`src/rtl/crypto_stream_ctrl_pkg.sv`:
```
// Shared types and nibble/keystream helpers for the byte cipher frame sequencer.
package crypto_pkg;

  localparam logic [7:0] SEED_DEFAULT = 8'hAC;

  typedef enum logic [1:0] {
    IDLE  = 2'd0,
    RUN   = 2'd1,
    DRAIN = 2'd2,
    FIN   = 2'd3
  } state_e;

  function automatic logic [3:0] sbox(input logic [3:0] n);
    case (n)
      4'h0: sbox = 4'h6;
      4'h1: sbox = 4'h4;
      4'h2: sbox = 4'hC;
      4'h3: sbox = 4'h5;
      4'h4: sbox = 4'h0;
      4'h5: sbox = 4'h7;
      4'h6: sbox = 4'h2;
      4'h7: sbox = 4'hE;
      4'h8: sbox = 4'h1;
      4'h9: sbox = 4'hF;
      4'hA: sbox = 4'h3;
      4'hB: sbox = 4'hD;
      4'hC: sbox = 4'h8;
      4'hD: sbox = 4'hA;
      4'hE: sbox = 4'h9;
      4'hF: sbox = 4'hB;
      default: sbox = 4'h0;
    endcase
  endfunction

  function automatic logic [3:0] inv_sbox(input logic [3:0] n);
    case (n)
      4'h0: inv_sbox = 4'h4;
      4'h1: inv_sbox = 4'h8;
      4'h2: inv_sbox = 4'h6;
      4'h3: inv_sbox = 4'hA;
      4'h4: inv_sbox = 4'h1;
      4'h5: inv_sbox = 4'h3;
      4'h6: inv_sbox = 4'h0;
      4'h7: inv_sbox = 4'h5;
      4'h8: inv_sbox = 4'hC;
      4'h9: inv_sbox = 4'hE;
      4'hA: inv_sbox = 4'hD;
      4'hB: inv_sbox = 4'hF;
      4'hC: inv_sbox = 4'h2;
      4'hD: inv_sbox = 4'hB;
      4'hE: inv_sbox = 4'h7;
      4'hF: inv_sbox = 4'h9;
      default: inv_sbox = 4'h0;
    endcase
  endfunction

  function automatic logic [7:0] lfsr_next(input logic [7:0] s);
    lfsr_next = {s[6:0], s[7] ^ s[6] ^ s[5] ^ s[4] ^ s[3]};
  endfunction

endpackage

```
`src/rtl/crypto_stream_ctrl_if.sv`:
```
// Input and output byte streams of the cipher sequencer; slave is the sequencer side.
interface crypto_stream_ctrl_if;
  logic       s_valid;
  logic       s_ready;
  logic [7:0] s_data;
  logic       m_valid;
  logic       m_ready;
  logic [7:0] m_data;
  logic       m_last;

  modport slave (
    input  s_valid, s_data, m_ready,
    output s_ready, m_valid, m_data, m_last
  );

  modport master (
    output s_valid, s_data, m_ready,
    input  s_ready, m_valid, m_data, m_last
  );
endinterface

```
`src/rtl/crypto_stream_ctrl_xform.sv`:
```
// Combinational single-byte cipher: XOR/rotate/S-box forward, exact inverse when mode = 1.
module crypto_byte_xform
  import crypto_pkg::*;
(
  input  logic [7:0] d,
  input  logic [7:0] key,
  input  logic       mode,
  output logic [7:0] dout
);

  logic [7:0] enc_x_s;
  logic [7:0] enc_r_s;
  logic [7:0] dec_y_s;
  logic [7:0] dec_r_s;

  // Both directions are built in parallel; mode only picks the result.
  always_comb begin
    enc_x_s = d ^ key;
    enc_r_s = {enc_x_s[6:0], enc_x_s[7]};
    dec_y_s = {inv_sbox(d[7:4]), inv_sbox(d[3:0])};
    dec_r_s = {dec_y_s[0], dec_y_s[7:1]};
    if (mode) begin
      dout = dec_r_s ^ key;
    end else begin
      dout = {sbox(enc_r_s[7:4]), sbox(enc_r_s[3:0])};
    end
  end

endmodule

```
`src/rtl/crypto_stream_ctrl.sv`:
```
// Frame sequencer: accepts cfg_len bytes, transforms each with a per-frame reseeded
// keystream that advances once per accepted byte, and emits a registered output stream.
module crypto_stream_ctrl
  import crypto_pkg::state_e;
  import crypto_pkg::IDLE;
  import crypto_pkg::RUN;
  import crypto_pkg::DRAIN;
  import crypto_pkg::FIN;
  import crypto_pkg::lfsr_next;
#(
  parameter int         LEN_W        = 16,
  parameter logic [7:0] SEED_DEFAULT = crypto_pkg::SEED_DEFAULT
) (
  input  logic                 clk,
  input  logic                 rst,
  input  logic                 start,
  input  logic                 cfg_mode,
  input  logic [7:0]           cfg_seed,
  input  logic [LEN_W-1:0]     cfg_len,
  crypto_stream_ctrl_if.slave  bus,
  output logic                 busy,
  output logic                 done,
  output logic [LEN_W-1:0]     byte_cnt
);

  localparam logic [LEN_W-1:0] CNT_ZERO = {LEN_W{1'b0}};
  localparam logic [LEN_W-1:0] CNT_ONE  = {{(LEN_W-1){1'b0}}, 1'b1};

  state_e           state_q, state_d;
  logic             mode_q, mode_d;
  logic [LEN_W-1:0] len_q, len_d;
  logic [LEN_W-1:0] cnt_q, cnt_d;
  logic [7:0]       lfsr_q, lfsr_d;
  logic             m_valid_q, m_valid_d;
  logic [7:0]       m_data_q, m_data_d;
  logic             m_last_q, m_last_d;
  logic             busy_q, busy_d;
  logic             done_q, done_d;

  logic             s_ready_s;
  logic             in_hs_s;
  logic             last_byte_s;
  logic [7:0]       xform_s;

  crypto_byte_xform u_xform (
    .d    (bus.s_data),
    .key  (lfsr_q),
    .mode (mode_q),
    .dout (xform_s)
  );

  // s_ready follows m_ready combinationally so a full-rate stream sees no bubble;
  // the count guard keeps the frame from ever taking more than len bytes.
  assign s_ready_s   = (state_q == RUN) && (cnt_q != len_q) && (!m_valid_q || bus.m_ready);
  assign in_hs_s     = s_ready_s && bus.s_valid;
  assign last_byte_s = (cnt_q == (len_q - CNT_ONE));

  // Next-state and next-output computation for the frame FSM.
  always_comb begin
    state_d   = state_q;
    mode_d    = mode_q;
    len_d     = len_q;
    cnt_d     = cnt_q;
    lfsr_d    = lfsr_q;
    m_valid_d = m_valid_q;
    m_data_d  = m_data_q;
    m_last_d  = m_last_q;
    case (state_q)
      IDLE: begin
        if (start) begin
          cnt_d = CNT_ZERO;
          if (cfg_len != CNT_ZERO) begin
            mode_d  = cfg_mode;
            len_d   = cfg_len;
            lfsr_d  = cfg_seed;
            state_d = RUN;
          end else begin
            state_d = FIN;
          end
        end else begin
          state_d = IDLE;
        end
      end
      RUN: begin
        if (in_hs_s) begin
          m_data_d  = xform_s;
          m_valid_d = 1'b1;
          m_last_d  = last_byte_s;
          lfsr_d    = lfsr_next(lfsr_q);
          cnt_d     = cnt_q + CNT_ONE;
          if (last_byte_s) begin
            state_d = DRAIN;
          end else begin
            state_d = RUN;
          end
        end else if (bus.m_ready) begin
          m_valid_d = 1'b0;
          m_last_d  = 1'b0;
        end else begin
          m_valid_d = m_valid_q;
        end
      end
      DRAIN: begin
        if (m_valid_q && bus.m_ready) begin
          m_valid_d = 1'b0;
          m_last_d  = 1'b0;
          state_d   = FIN;
        end else begin
          state_d = DRAIN;
        end
      end
      FIN: begin
        state_d = IDLE;
      end
      default: begin
        state_d = IDLE;
      end
    endcase
    busy_d = (state_d != IDLE);
    done_d = (state_d == FIN);
  end

  // State and output registers; reset aborts any frame without a done pulse.
  always_ff @(posedge clk or posedge rst) begin
    if (rst) begin
      state_q   <= IDLE;
      mode_q    <= 1'b0;
      len_q     <= CNT_ZERO;
      cnt_q     <= CNT_ZERO;
      lfsr_q    <= SEED_DEFAULT;
      m_valid_q <= 1'b0;
      m_data_q  <= 8'h00;
      m_last_q  <= 1'b0;
      busy_q    <= 1'b0;
      done_q    <= 1'b0;
    end else begin
      state_q   <= state_d;
      mode_q    <= mode_d;
      len_q     <= len_d;
      cnt_q     <= cnt_d;
      lfsr_q    <= lfsr_d;
      m_valid_q <= m_valid_d;
      m_data_q  <= m_data_d;
      m_last_q  <= m_last_d;
      busy_q    <= busy_d;
      done_q    <= done_d;
    end
  end

  assign bus.s_ready = s_ready_s;
  assign bus.m_valid = m_valid_q;
  assign bus.m_data  = m_data_q;
  assign bus.m_last  = m_last_q;
  assign busy        = busy_q;
  assign done        = done_q;
  assign byte_cnt    = cnt_q;

endmodule

```
`src/flat_wrapper.sv`:
```
// flat-port wrapper written by rule: the top's interface ports become plain ports
module crypto_stream_ctrl_flat import crypto_pkg::state_e; import crypto_pkg::IDLE; import crypto_pkg::RUN; import crypto_pkg::DRAIN; import crypto_pkg::FIN; import crypto_pkg::lfsr_next;
#(
  parameter int         LEN_W        = 16,
  parameter logic [7:0] SEED_DEFAULT = crypto_pkg::SEED_DEFAULT
)
  (clk, rst, start, cfg_mode, cfg_seed, cfg_len, busy, done, byte_cnt, bus_s_valid, bus_s_data, bus_m_ready, bus_s_ready, bus_m_valid, bus_m_data, bus_m_last);
  crypto_stream_ctrl_if bus_i ();
  input  logic clk;
  input  logic rst;
  input  logic start;
  input  logic cfg_mode;
  input  logic [7:0] cfg_seed;
  input  logic [LEN_W-1:0] cfg_len;
  output logic busy;
  output logic done;
  output logic [LEN_W-1:0] byte_cnt;
  input wire logic [$bits(bus_i.s_valid)-1:0] bus_s_valid;
  input wire logic [$bits(bus_i.s_data)-1:0] bus_s_data;
  input wire logic [$bits(bus_i.m_ready)-1:0] bus_m_ready;
  output wire logic [$bits(bus_i.s_ready)-1:0] bus_s_ready;
  output wire logic [$bits(bus_i.m_valid)-1:0] bus_m_valid;
  output wire logic [$bits(bus_i.m_data)-1:0] bus_m_data;
  output wire logic [$bits(bus_i.m_last)-1:0] bus_m_last;
  assign bus_i.s_valid = bus_s_valid;
  assign bus_i.s_data = bus_s_data;
  assign bus_i.m_ready = bus_m_ready;
  assign bus_s_ready = bus_i.s_ready;
  assign bus_m_valid = bus_i.m_valid;
  assign bus_m_data = bus_i.m_data;
  assign bus_m_last = bus_i.m_last;
  crypto_stream_ctrl #(.LEN_W(LEN_W), .SEED_DEFAULT(SEED_DEFAULT)) u_core (.clk(clk), .rst(rst), .start(start), .cfg_mode(cfg_mode), .cfg_seed(cfg_seed), .cfg_len(cfg_len), .bus(bus_i), .busy(busy), .done(done), .byte_cnt(byte_cnt));
endmodule
```
`config.mk`:
```
export PLATFORM = sky130hd
export DESIGN_NAME = crypto_stream_ctrl_flat
export DESIGN_NICKNAME = d
export VERILOG_FILES = /design/src/rtl/crypto_stream_ctrl_pkg.sv /design/src/rtl/crypto_stream_ctrl_if.sv /design/src/rtl/crypto_stream_ctrl_xform.sv /design/src/rtl/crypto_stream_ctrl.sv /design/src/flat_wrapper.sv
export SDC_FILE = /design/constraint.sdc
export NUM_CORES = 1
export LEC_CHECK = 0
export ABC_AREA = 1
export CORE_UTILIZATION = 29
export CTS_CLUSTER_DIAMETER = 40
export DETAILED_ROUTE_END_ITERATION = 12
export PLACE_DENSITY_LB_ADDON = 0.05
export REMOVE_ABC_BUFFERS = 1
export SYNTH_ARGS = -nofsm -noshare
export SYNTH_HDL_FRONTEND = slang
export SYNTH_SLANG_ARGS = --single-unit
```
`constraint.sdc`:
```
create_clock -name clk -period 2 [get_ports clk]
set_clock_uncertainty 0.2 [all_clocks]
set_input_delay 0.2 -clock clk [delete_from_list [all_inputs] [get_ports clk]]
set_output_delay 0.2 -clock clk [all_outputs]
set_load 0.02 [all_outputs]
```
==> Word-level counts from Yosys, hierarchy flattened <==
Memories as Yosys holds them, arrays and structs flattened.
Cells that the tools add are included.
{ "classes": {"reduce_logical": 16, "n_shift": 0, "bitwise_logic": 6, "n_mul": 0, "n_addsub": 2, "n_mux": 20, "eq_ne": 11, "div_mod_pow": 0, "n_lt_le_gt_ge": 0} }
{ "ops": {"columns": ["cell", "count"], "rows": [
  ["16-bit 2-to-1 mux", 2],
  ["8-bit 2-to-1 mux", 4],
  ["16-bit case mux with 2 select lines", 1],
  ["16-bit by 1-bit adder with 16-bit output (second input constant)", 1],
  ["16-bit equality test", 1],
  ["16-bit inequality test", 1],
  ["8-bit case mux with 2 select lines", 1],
  ["16-bit nonzero test", 1],
  ["16-bit by 1-bit subtractor with 16-bit output (second input constant)", 1],
  ["8-bit bitwise XOR", 2],
  ["3-bit AND reduction", 3],
  ["2-bit 2-to-1 mux", 4],
  ["2-bit case mux with 4 select lines", 1],
  ["2-bit equality test (second input constant)", 3],
  ["2-bit by 1-bit inequality test with 1-bit output (second input constant)", 3],
  ["2-bit nonzero test", 3],
  ["1-bit 2-to-1 mux", 5],
  ["1-bit logical AND", 4],
  ["1-bit case mux with 2 select lines", 2],
  ["4-bit AND reduction", 1],
  ["1-bit bitwise XOR", 4],
  ["3-bit by 2-bit inequality test with 1-bit output (second input constant)", 1],
  ["2-bit by 1-bit equality test with 1-bit output (second input constant)", 1],
  ["2-bit logical NOT", 1],
  ["other kinds (4)", 4]
]} }
{ "totals": {"mem_count": 4, "latch_bits": 0, "inputBits": 38, "ff_bits": 55, "wordCells": 69, "mem_bits_ro": 256, "mem_bits_rw": 0} }
{ "memory_table": {"columns": ["name", "depth", "width", "rd", "rd_clocked_by_memory_dff", "wr", "line", "text"], "rows": [
  ["(name not given)", 16, 4, 1, 0, 0, "crypto_stream_ctrl_pkg.sv:36", "case (n)"],
  ["(name not given)", 16, 4, 1, 0, 0, "crypto_stream_ctrl_pkg.sv:36", null],
  ["(name not given)", 16, 4, 1, 0, 0, "crypto_stream_ctrl_pkg.sv:14", "case (n)"],
  ["(name not given)", 16, 4, 1, 0, 0, "crypto_stream_ctrl_pkg.sv:14", null]
]} }

==> Longest topological paths before layout <==
Gate-level depths: netlist of the first run.
{ "logic_depth": {"word_depth": 7, "depth_mapped": 15, "mapped_depth_nobuf": 15} }

==> By module <==
Synthesis of the first run repeated with hierarchy kept, for this count alone.
{ "hier_totals": {"cells_unflattened": 639, "hier_area_um2": 4232.8} }
{ "by_module_without_submodules": {"columns": ["module", "n_inst", "cells_each", "seq_area_each_um2", "area_per_inst_um2"], "rows": [
  ["crypto_stream_ctrl", 1, 474, 1381.3, 3417.0],
  ["crypto_byte_xform", 1, 165, 0.0, 815.8]
]} }

==> Worst setup path before layout of the first run <==
No wires, ideal clock.
{ "synth_path": {"path_type": "register -> register", "from": "register u_core.lfsr_q[7]", "to": "register u_core.m_data_q[3] (netlist: u_core.bus.m_data[3])", "stages_incl_launch_ff": 10, "path_buffers": 0, "setup_ps": 117, "path_slack_ps": 24, "required_time_ps": 1683, "arrival_time_ps": 1659, "cell_sequence": "dfstp_2 -> xor2_1 -> inv_1 -> ha_1 -> o21ai_0 -> nand2_1 -> o311ai_0 -> o21ai_0 -> nand2_1 -> nand2_1"} }
{ "synth_between": {"elab_chain_cells": 3} }
{ "synth_lines": {"columns": ["element", "line", "text"], "rows": [
  ["start: declaration", "crypto_stream_ctrl.sv:33", "logic [7:0] lfsr_q, lfsr_d;"],
  ["start signal: assignment", "crypto_stream_ctrl.sv:141", "lfsr_q <= lfsr_d;"],
  ["8-bit bitwise XOR", "crypto_stream_ctrl_xform.sv:18", "enc_x_s = d ^ key;"],
  ["memory 16 x 4 bit", null, null],
  ["8-bit 2-to-1 mux", "crypto_stream_ctrl_xform.sv:22", "if (mode) begin"],
  ["end signal: assignment", "crypto_stream_ctrl.sv:143", "m_data_q <= m_data_d;"],
  ["end: declaration", "crypto_stream_ctrl.sv:35", "logic [7:0] m_data_q, m_data_d;"]
]} }
Every way passes these cells.
A chain may end at the register's enable or synchronous reset.

==> Worst setup path in the final report of the first run <==
{ "layout_path": {"from": "register u_core.len_q[2]", "to": "register u_core.done_q (netlist: u_core.done)"} }
{ "layout_between": {"elab_chain_cells": 7} }
{ "layout_lines": {"columns": ["element", "line", "text"], "rows": [
  ["start: declaration", "crypto_stream_ctrl.sv:31", "logic [LEN_W-1:0] len_q, len_d;"],
  ["start signal: assignment", "crypto_stream_ctrl.sv:139", "len_q <= len_d;"],
  ["parallel branches: the longest is 4 deep, another holds 16-bit by 1-bit subtractor with 16-bit output", null, null],
  ["2-bit 2-to-1 mux *", "crypto_stream_ctrl.sv:85", "if (in_hs_s) begin"],
  ["2-bit case mux with 4 select lines *", "crypto_stream_ctrl.sv:68", "case (state_q)"],
  ["named net u_core.state_d[0]", "crypto_stream_ctrl.sv:29", "state_e state_q, state_d;"],
  ["2-bit equality test *", "crypto_stream_ctrl.sv:120", "done_d = (state_d == FIN);"],
  ["named net u_core.done_d", "crypto_stream_ctrl.sv:38", "logic done_q, done_d;"],
  ["end signal: assignment", "crypto_stream_ctrl.sv:146", "done_q <= done_d;"],
  ["end: declaration", "crypto_stream_ctrl.sv:38", null]
]} }
Mark *: on every way through the listed nets, which the timed path passes.

==> flow_metrics.py, run 1 <==
metrics = {
    "global_route": {
        "first_global_vias": 4183,
        "antenna_found_initial": 0,
        "grt_pass1_wl_um": 21400,
        "overflow": 0,
        "grt_max_degree": 26,
        "grt_use_total": 0.192,
    },
    "die": {
        "start_util": 0.302,
        "die_h_um": 120,
        "dieArea_mm2": 0.0145,
        "chipWidth_um": 120,
        "row_count": 42,
        "ios": 67,
        "core_area_mm2": 0.0135,
    },
    "sta": {
        "fmax_mhz": 459,
        "fin_crit_ps": 2180,
        "final-setup-viol-count": 6,
        "setup_ws_ps": -179,
        "slew_headroom": 0.670,
        "min_period_over_period": 1.09,
        "final.setup.tns_ps": -523,
        "slew_violations": 0,
        "finalHoldViolations": 7,
        "worst_pin_slew_ps": 494,
        "whs_ps": -7.32,
        "grt_setup_unrepaired": "yes",
    },
    "setup_path": {
        "cp.arrival_ps": 2190,
        "startpoint_type": "flip-flop",
        "critPathBufInv": 2,
        "endpoint_kind": "flip-flop",
        "cp_top_family": "simple AND/OR/NAND/NOR gates",
        "worstSetupPathType": "reg -> reg",
        "crit_path_cell_trace": "nor2_1 > nand2_1 > buf_4 > o21ai_1 > nand2_1 > nor2_1 > nand2_1 > nor2_1 > nand3_2 > nand2_1 > nand2_2 > nand2_2 > inv_2",
        "critPathMaxStageDelay_ps": 430,
        "r2r_setup_slack_ps": -180,
        "crit_required_ps": 2010,
        "crit_top_cell": "nand2_1",
        "crit_fanout": 4,
        "slowest_stage": "dfrtp_1",
    },
    "final_layout": {
        "seq_area_mm2": 0.00138,
        "area_growth_pct": 52.4,
        "design_area_mm2": 0.00619,
        "layout_commonest_cell": "nand2_1",
        "nNetsFinal": 846,
        "multi_input_area_mm2": 0.00242,
        "n_fill_cell": 1440,
        "n_antenna_cell": 0,
        "layout_common_cells": "nand2_1, buf_4, nor2_1",
        "drive_above_1_share": 0.263,
        "instances_no_fill": 973,
    },
    "yosys": {
        "yosysSeqAreaShare": 0.340,
        "syn-cell-area_mm2": 0.00406,
        "synthAdderAreaFrac": 0.0369,
        "synthXorXnorAreaFrac": 0.0453,
        "ys.flop_type": "dfrtp_1",
        "synth_edf_count": 0,
        "yosys_warnings": 0,
        "synthTopCellsByArea": "dfrtp_1, nand2_1, nor2_1, inv_1, o21ai_0",
        "yosysTopAreaCellShare": 0.314,
        "ys_async_sr_fraction": 1.00,
        "yosys_register_bits": 55,
        "yosys.area.top_type": "dfrtp_1",
        "postSynthCellCount": 602,
        "synth_top_family_by_area": "simple AND/OR/NAND/NOR gates",
        "syn_avg_cell_area_um2": 6.75,
        "yosys.area_share.simple": 0.334,
        "muxShareOfSynthArea": 0,
        "synth_compound_area_frac": 0.151,
        "yosysUniqueCellTypes": 46,
    },
    "clock_network": {
        "hold_buffers": 0,
        "cts_buffer_depth": 2,
        "cts_sinks": 55,
        "clk_pin_slew_worst_paths_ps": 80,
        "clk_latency_ps": 310,
        "cts_tree": "yes",
        "cts-root-buf": "clkbuf_16",
        "cts_made_buffers": 5,
        "htree_levels": 2,
    },
    "place": {
        "port_buffers": 66,
        "dpl.cell_count": 961,
        "gp_congestion": 0.906,
        "hpwl_um": 10800,
        "post_dp_cell_area_mm2": 0.00588,
    },
    "run_status": {
        "violations": "negative hold slack, negative setup slack",
        "status": "finished with violations",
    },
    "routing": {
        "post_drt_wl_per_cell_um": 13.6,
        "ant_nets": 0,
        "routed_wirelength_um": 13300,
        "drt_iter0_drc": 250,
        "firstDrtPassIters": 5,
        "routed-wl-met3_um": 453,
        "wl_met1_um": 7000,
        "dr_wl_met2_um": 5670,
        "routed.top_layer": "met4",
        "vias": 4447,
        "drc": 0,
        "vias_per_cell": 4.57,
    },
    "job": {
        "cap_violations": 0,
    },
    "power_and_ir_drop": {
        "power.density_mw_per_mm2": 1280,
        "leakagePower_nw": 3.03,
        "totalPowerFinal_mw": 7.90,
        "ir_worst_vdd_mv": 0.418,
    },
    "hold_path": {
        "hold_path_class": "in -> async",
    },
}
## per-layer routing
layer	GRT usage	up-vias
li1	-	2326
met1	0.285	2040
met2	0.292	73
met3	0.0222	8
met4	0.0486	0
met5	0	-
## flip-flops by register name, summed over array words and instances (netlist names)
name,cells
u_core.bus.m_data,8
u_core.mode_q,1
u_core.bus.m_last,1
u_core.lfsr_q,8
u_core.len_q,16
u_core.bus.m_valid,1
u_core.busy,1
u_core.byte_cnt,16
u_core.done,1
u_core.state_q,2
## power by group
group / internal (mW) / switching, mW
clock: 0.536 / 0.440
combinational: 2.34 / 2.66
sequential: 1.56 / 0.358
## final timing paths
check / start / end / cells past startpoint
min: rst / u_core.byte_cnt[15] / 2
min reg2reg: u_core.bus.m_data[2] / u_core.bus.m_data[2] / 2
max in group asynchronous: rst / u_core.len_q[4] / 3
max reg2reg: u_core.len_q[2] / u_core.done / 13
max: u_core.len_q[2] / u_core.done / 13
min in group clk: cfg_seed[7] / u_core.lfsr_q[7] / 3
## cell type report
class                           instances  area share
Clock buffer                            8      0.0253
Inverter                               79      0.0497
Multi-Input combinational cell        457       0.391
Sequential cell                        55       0.223
Tap cell                              176      0.0356
Timing Repair Buffer                  198       0.275
## cells by family after synthesis
| family | after synthesis |
|---|---|
| DFF | 55 |
| and+or+nand+nor | 321 |
| xor gates and xnor gates | 21 |
| buffers and inverters | 90 |
| AOI/OAI and AO/OA | 103 |
| adders and majority gates | 12 |
## metrics by stage
stage	setup WS, ps	utilization	hold slack, ps
finish	-179	0.460	-7.32
global route	-277	0.460	26.0
CTS	-98.9	0.452	1.13
detailed placement	-307	0.437	272
global placement	-305	0.437	272
floorplan	-98.1	-	122
## synth_stat cells, types with 2 or more instances
cell / count
a21o_1: 3
a21oi_1: 34
buf_2: 3
buf_6: 2
clkbuf_1: 2
dfrtp_1: 51
dfstp_2: 4
ha_1: 12
inv_1: 68
inv_2: 10
nand2_1: 184
nand2_4: 2
nand3_1: 22
nand3b_1: 3
nand4_1: 10
nor2_1: 79
nor2_2: 2
nor2_4: 2
nor3_1: 6
nor4_1: 6
o211ai_1: 4
o21ai_0: 35
o21ai_1: 10
o311ai_0: 3
o31ai_2: 5
xnor2_1: 5
xor2_1: 16
## timing repair
action | 4_1_cts | 5_1_grt
setup endpoints to repair | 31 | 57
gates cloned | 0 | 0
buffers inserted | 1 | 3
pin swaps | 5 | 15
resized for setup | 16 | 38
Power figures use the tool's default switching activity.
==> run 2: changes to the inputs <==
Settings changed: DONT_BUFFER_PORTS set to 1, SETUP_SLACK_MARGIN set to 0.02.
==> flow_metrics.py, run 2 (synthesis gave the netlist of run 1 again) <==
metrics = {
    "run_status": {
        "status": "finished with violations",
        "violations": "negative setup slack",
    },
    "setup_path": {
        "worstSetupPathType": "reg -> out",
        "cp.arrival_ps": 1660,
        "cp_top_family": "simple AND/OR/NAND/NOR gates",
        "endpoint_kind": "primary output",
        "r2r_end": "u_core.done",
        "r2r_setup_slack_ps": -60,
        "crit_path_cell_trace": "inv_2 > buf_4 > nand2_1 > nand2_2 > nor2_1 > nand2_1 > nor2_2 > nand2_2 > nand2_2 > nor2_1 > buf_4",
        "startpoint_type": "flip-flop",
        "critPathBufInv": 3,
        "worstRegToRegCells": 15,
        "crit_required_ps": 1600,
        "crit_fanout": 4,
        "crit_top_cell": "nand2_2",
        "critPathMaxStageDelay_ps": 390,
        "reg2reg_from": "u_core.len_q[1]",
        "slowest_stage": "dfrtp_1",
    },
    "global_route": {
        "grt_use_total": 0.195,
        "overflow": 0,
        "grtUsageMet1": 0.284,
        "use_met2": 0.289,
        "met3_usage": 0.0410,
        "antenna_found_initial": 0,
        "grt_pass1_wl_um": 21600,
        "grt_max_degree": 37,
        "first_global_vias": 4171,
        "busiest_layer": "met2",
    },
    "hold_path": {
        "hold_path_class": "in -> reg",
        "worstHoldPathCells": 4,
        "hold_path.startpoint": "start",
        "holdPathEnd": "u_core.byte_cnt[9]",
    },
    "clock_network": {
        "htree_levels": 2,
        "clk_pin_slew_worst_paths_ps": 70,
        "cts_tree": "yes",
        "cts-root-buf": "clkbuf_16",
        "cts_buffer_depth": 2,
        "cts_sinks": 55,
        "clk_latency_ps": 310,
        "cts_made_buffers": 5,
    },
    "final_layout": {
        "drive_above_1_share": 0.292,
        "layout_commonest_cell": "nand2_1",
        "n_antenna_cell": 0,
        "n_fill_cell": 1456,
        "nNetsFinal": 788,
        "area_growth_pct": 42.6,
        "final_util": 0.431,
        "layout_common_cells": "nand2_1, buf_4, nor2_1",
        "instances_no_fill": 915,
        "design_area_mm2": 0.00579,
    },
    "sta": {
        "fin_crit_ps": 2060,
        "worst_pin_slew_ps": 532,
        "finalHoldViolations": 0,
        "min_period_over_period": 1.03,
        "final.setup.tns_ps": -223,
        "slew_violations": 0,
        "grt_setup_unrepaired": "yes",
        "fmax_mhz": 486,
        "setup_ws_ps": -59.6,
        "final-setup-viol-count": 9,
        "slew_headroom": 0.644,
        "whs_ps": 78.5,
    },
    "power_and_ir_drop": {
        "p_sw_frac": 0.460,
        "internal_power_mw": 4.21,
        "pwr-share-clk": 0.126,
        "seqPwrFrac": 0.264,
        "leakagePower_nw": 2.81,
        "p_sw_mw": 3.59,
        "power.density_mw_per_mm2": 1350,
        "totalPowerFinal_mw": 7.81,
        "ir_worst_vdd_mv": 0.483,
        "power_frac_comb": 0.609,
    },
    "routing": {
        "post_drt_wl_per_cell_um": 15.3,
        "vias": 4395,
        "routed_wirelength_um": 14000,
        "drc": 0,
        "vias_per_cell": 4.80,
        "firstDrtPassIters": 5,
        "drt_iter0_drc": 216,
        "ant_nets": 0,
    },
    "die": {
        "start_util": 0.302,
        "core_area_mm2": 0.0135,
        "dieArea_mm2": 0.0145,
        "die_h_um": 120,
        "ios": 67,
        "chipWidth_um": 120,
        "row_count": 42,
    },
    "place": {
        "dp_slack_ps": -130,
        "dpl.cell_count": 862,
        "hpwl_um": 10700,
        "port_buffers": 0,
        "gp_congestion": 0.891,
        "post_dp_cell_area_mm2": 0.00493,
    },
    "job": {
        "cap_violations": 0,
    },
}
-- run 2: worst max-delay path by stage --
stage | startpoint | endpoint | slack [ps] | cells past startpoint
after floorplan | u_core.state_q[1] | u_core.byte_cnt[6] | -100 | 9
after global placement | u_core.len_q[0] | u_core.done | -150 | 15
after detailed placement | u_core.len_q[0] | u_core.done | -130 | 14
after CTS | u_core.len_q[4] | bus_s_ready | -20 | 10
after global routing | u_core.len_q[1] | u_core.done | -230 | 15
final | u_core.len_q[1] | bus_s_ready | -60 | 11
-- run 2: layout make-up --
| type | count | area, µm² | share of cell area |
|---|---|---|---|
| Clock buffer | 8 | 156 | 0.0270 |
| Inverter | 79 | 309 | 0.0533 |
| Multi-Input combinational cell | 458 | 2560 | 0.441 |
| Sequential cell | 55 | 1390 | 0.239 |
| Tap cell | 176 | 220 | 0.0380 |
| Timing Repair Buffer | 138 | 1150 | 0.199 |
| Timing Repair inverter | 1 | 11.3 | 0.00194 |
-- run 2: power groups by stage --
stage	Sequential, mW	Combinational (mW)	Clock, mW
final	2.06	4.76	0.986
after global routing	2.13	5.33	1.05
after CTS	2.05	4.30	1.01
after detailed placement	2.06	4.09	0
after global placement	2.05	4.08	0
after floorplan	2.13	2.21	0
-- run 2: layer usage --
metal | share of wire | wire (µm) | vias up
met5 | 0 | 0 | -
met4 | 0.016 | 218 | 0
met3 | 0.053 | 738 | 14
met2 | 0.43 | 5970 | 94
met1 | 0.51 | 7090 | 2075
li1 | - | - | 2212
-- run 2: worst min-delay path, cell delays in order --
cell	delay [ps]
nand2_1	60
buf_4	180
nand2_1	70
nor2_1	30
-- run 2: repair_timing --
action	in CTS	in global routing
cloned	0	2
hold buffers	27	0
setup buffers	5	11
endpoints found under the hold margin	46	0
setup endpoints to repair	12	38
pin swaps	12	12
gates resized for setup	29	66
==> run 3: changes to the inputs <==
Settings changed: RECOVER_POWER set to 100.
==> flow_metrics.py, run 3 (synthesis gave the netlist of run 1 again) <==
metrics = {
    "clock_network": {
        "htree_levels": 2,
        "cts_buffer_depth": 2,
        "clk_latency_ps": 310,
        "cts_tree": "yes",
        "cts-root-buf": "clkbuf_16",
        "cts_made_buffers": 5,
        "clk_pin_slew_worst_paths_ps": 80,
        "cts_sinks": 55,
    },
    "die": {
        "start_util": 0.302,
        "chipWidth_um": 120,
        "dieArea_mm2": 0.0145,
        "die_h_um": 120,
        "ios": 67,
        "row_count": 42,
        "core_area_mm2": 0.0135,
    },
    "routing": {
        "vias": 4402,
        "ant_nets": 0,
        "vias_per_cell": 4.81,
        "routed_wirelength_um": 14000,
        "firstDrtPassIters": 5,
        "drt_iter0_drc": 260,
        "drc": 0,
        "post_drt_wl_per_cell_um": 15.3,
    },
    "global_route": {
        "use_met2": 0.289,
        "overflow": 0,
        "grt_use_total": 0.195,
        "antenna_found_initial": 0,
        "grtUsageMet1": 0.284,
        "grt_max_degree": 37,
        "busiest_layer": "met2",
        "first_global_vias": 4171,
        "grt_pass1_wl_um": 21600,
        "met3_usage": 0.0410,
    },
    "hold_path": {
        "hold_path_class": "in -> reg",
        "worstHoldPathCells": 4,
    },
    "setup_path": {
        "critPathMaxStageDelay_ps": 390,
        "crit_path_cell_trace": "inv_2 > buf_4 > nand2_1 > nand2_2 > nor2_1 > nand2_1 > nor2_2 > nand2_2 > nand2_2 > nor2_1 > buf_4",
        "endpoint_kind": "primary output",
        "crit_fanout": 4,
        "reg2reg_from": "u_core.len_q[1]",
        "worstSetupPathType": "reg -> out",
        "cp-endpoint": "bus_s_ready",
        "cp.arrival_ps": 1660,
        "slowest_stage": "dfrtp_1",
        "worstRegToRegCells": 15,
        "worst-path-stages": 11,
        "crit_top_cell": "nand2_2",
        "critPathBufInv": 3,
        "r2r_end": "u_core.done",
        "cp-startpoint": "u_core.len_q[1]",
        "startpoint_type": "flip-flop",
        "r2r_setup_slack_ps": -60,
        "cp_top_family": "simple AND/OR/NAND/NOR gates",
        "crit_required_ps": 1600,
    },
    "sta": {
        "worst_pin_slew_ps": 835,
        "setup_ws_ps": -64.1,
        "min_period_over_period": 1.03,
        "fmax_mhz": 484,
        "grt_setup_unrepaired": "yes",
        "slew_violations": 0,
        "slew_headroom": 0.443,
        "fin_crit_ps": 2060,
        "finalHoldViolations": 0,
        "final-setup-viol-count": 17,
    },
    "run_status": {
        "violations": "negative setup slack",
        "status": "finished with violations",
    },
    "power_and_ir_drop": {
        "power.density_mw_per_mm2": 1350,
        "ir_worst_vdd_mv": 0.483,
        "leakagePower_nw": 2.77,
    },
    "final_layout": {
        "nNetsFinal": 788,
        "layout_commonest_cell": "nand2_1",
        "instances_no_fill": 915,
        "n_fill_cell": 1473,
        "layout_common_cells": "nand2_1, buf_4, nor2_1",
        "area_growth_pct": 41.2,
        "n_antenna_cell": 0,
        "design_area_mm2": 0.00574,
        "drive_above_1_share": 0.276,
    },
    "place": {
        "gp_congestion": 0.891,
        "hpwl_um": 10700,
        "port_buffers": 0,
        "dpl.cell_count": 862,
        "post_dp_cell_area_mm2": 0.00493,
    },
    "job": {
        "cap_violations": 0,
    },
}
==> run 3: cell types whose count changed in the layout (fill, tap and decap cells not counted), sizes merged <==
| cell | before | now |
|---|---|---|
| buf | 111 | 98 |
| clkbuf | 8 | 21 |
==> run 3: metrics by stage <==
step	worst slack, ps	power [mW]	TNS, ps	utilization	hold slack (ps)
finish	-64.1	7.77	-321	0.427	62.2
global route	-234	8.47	-5890	0.427	76.1
CTS	-16.7	7.37	-31.2	0.406	39.8
detailed placement	-130	6.15	-380	0.367	-65.3
global placement	-151	6.14	-570	0.367	-61.6
floorplan	-98.1	4.34	-882	-	122
==> run 3: what timing repair did <==
item	in CTS	in global routing
pin swaps	12	12
setup buffers	5	11
endpoints found under the hold margin	46	0
gates cloned	0	2
hold buffers	27	0
gates resized for setup	29	66
endpoints found under the setup margin	12	38
==> run 3: final cells by class <==
cell class	count	area (µm²)	share of cell area
Multi-Input combinational cell	458	2550	0.445
Timing Repair Buffer	138	1100	0.192
Timing Repair inverter	1	11.3	0.00196
Tap cell	176	220	0.0384
Inverter	79	309	0.0538
Clock buffer	8	156	0.0273
Sequential cell	55	1390	0.241
==> run 3: where the power goes <==
part	total (mW)	internal (mW)	switching, mW	leakage (nW)
registers	2.06	1.57	0.496	0.655
clock network	0.990	0.537	0.453	0.0772
logic	4.72	2.07	2.65	2.03
total	7.77	4.17	3.60	2.77
==> run 3: metal layers <==
layer,share of wire,wire (µm)
met1,0.50,6990
met2,0.43,5970
met3,0.060,834
met4,0.016,218
met5,0,0
==> run 3: how the worst min path moves through the flow <==
stage	from	slack, ps	end
after detailed placement	rst	-70	u_core.byte_cnt[13]
after global placement	rst	-60	u_core.byte_cnt[13]
after global routing	start	80	u_core.byte_cnt[6]
final	start	60	u_core.byte_cnt[8]
after CTS	start	40	u_core.byte_cnt[6]
after floorplan	cfg_seed[7]	120	u_core.lfsr_q[7]
==> run 3: tightest hold or removal path, delay by kind of cell <==
kind / cells / cell delay, ps
buffers and inverters: 2 / 230
and+or+nand+nor: 2 / 110
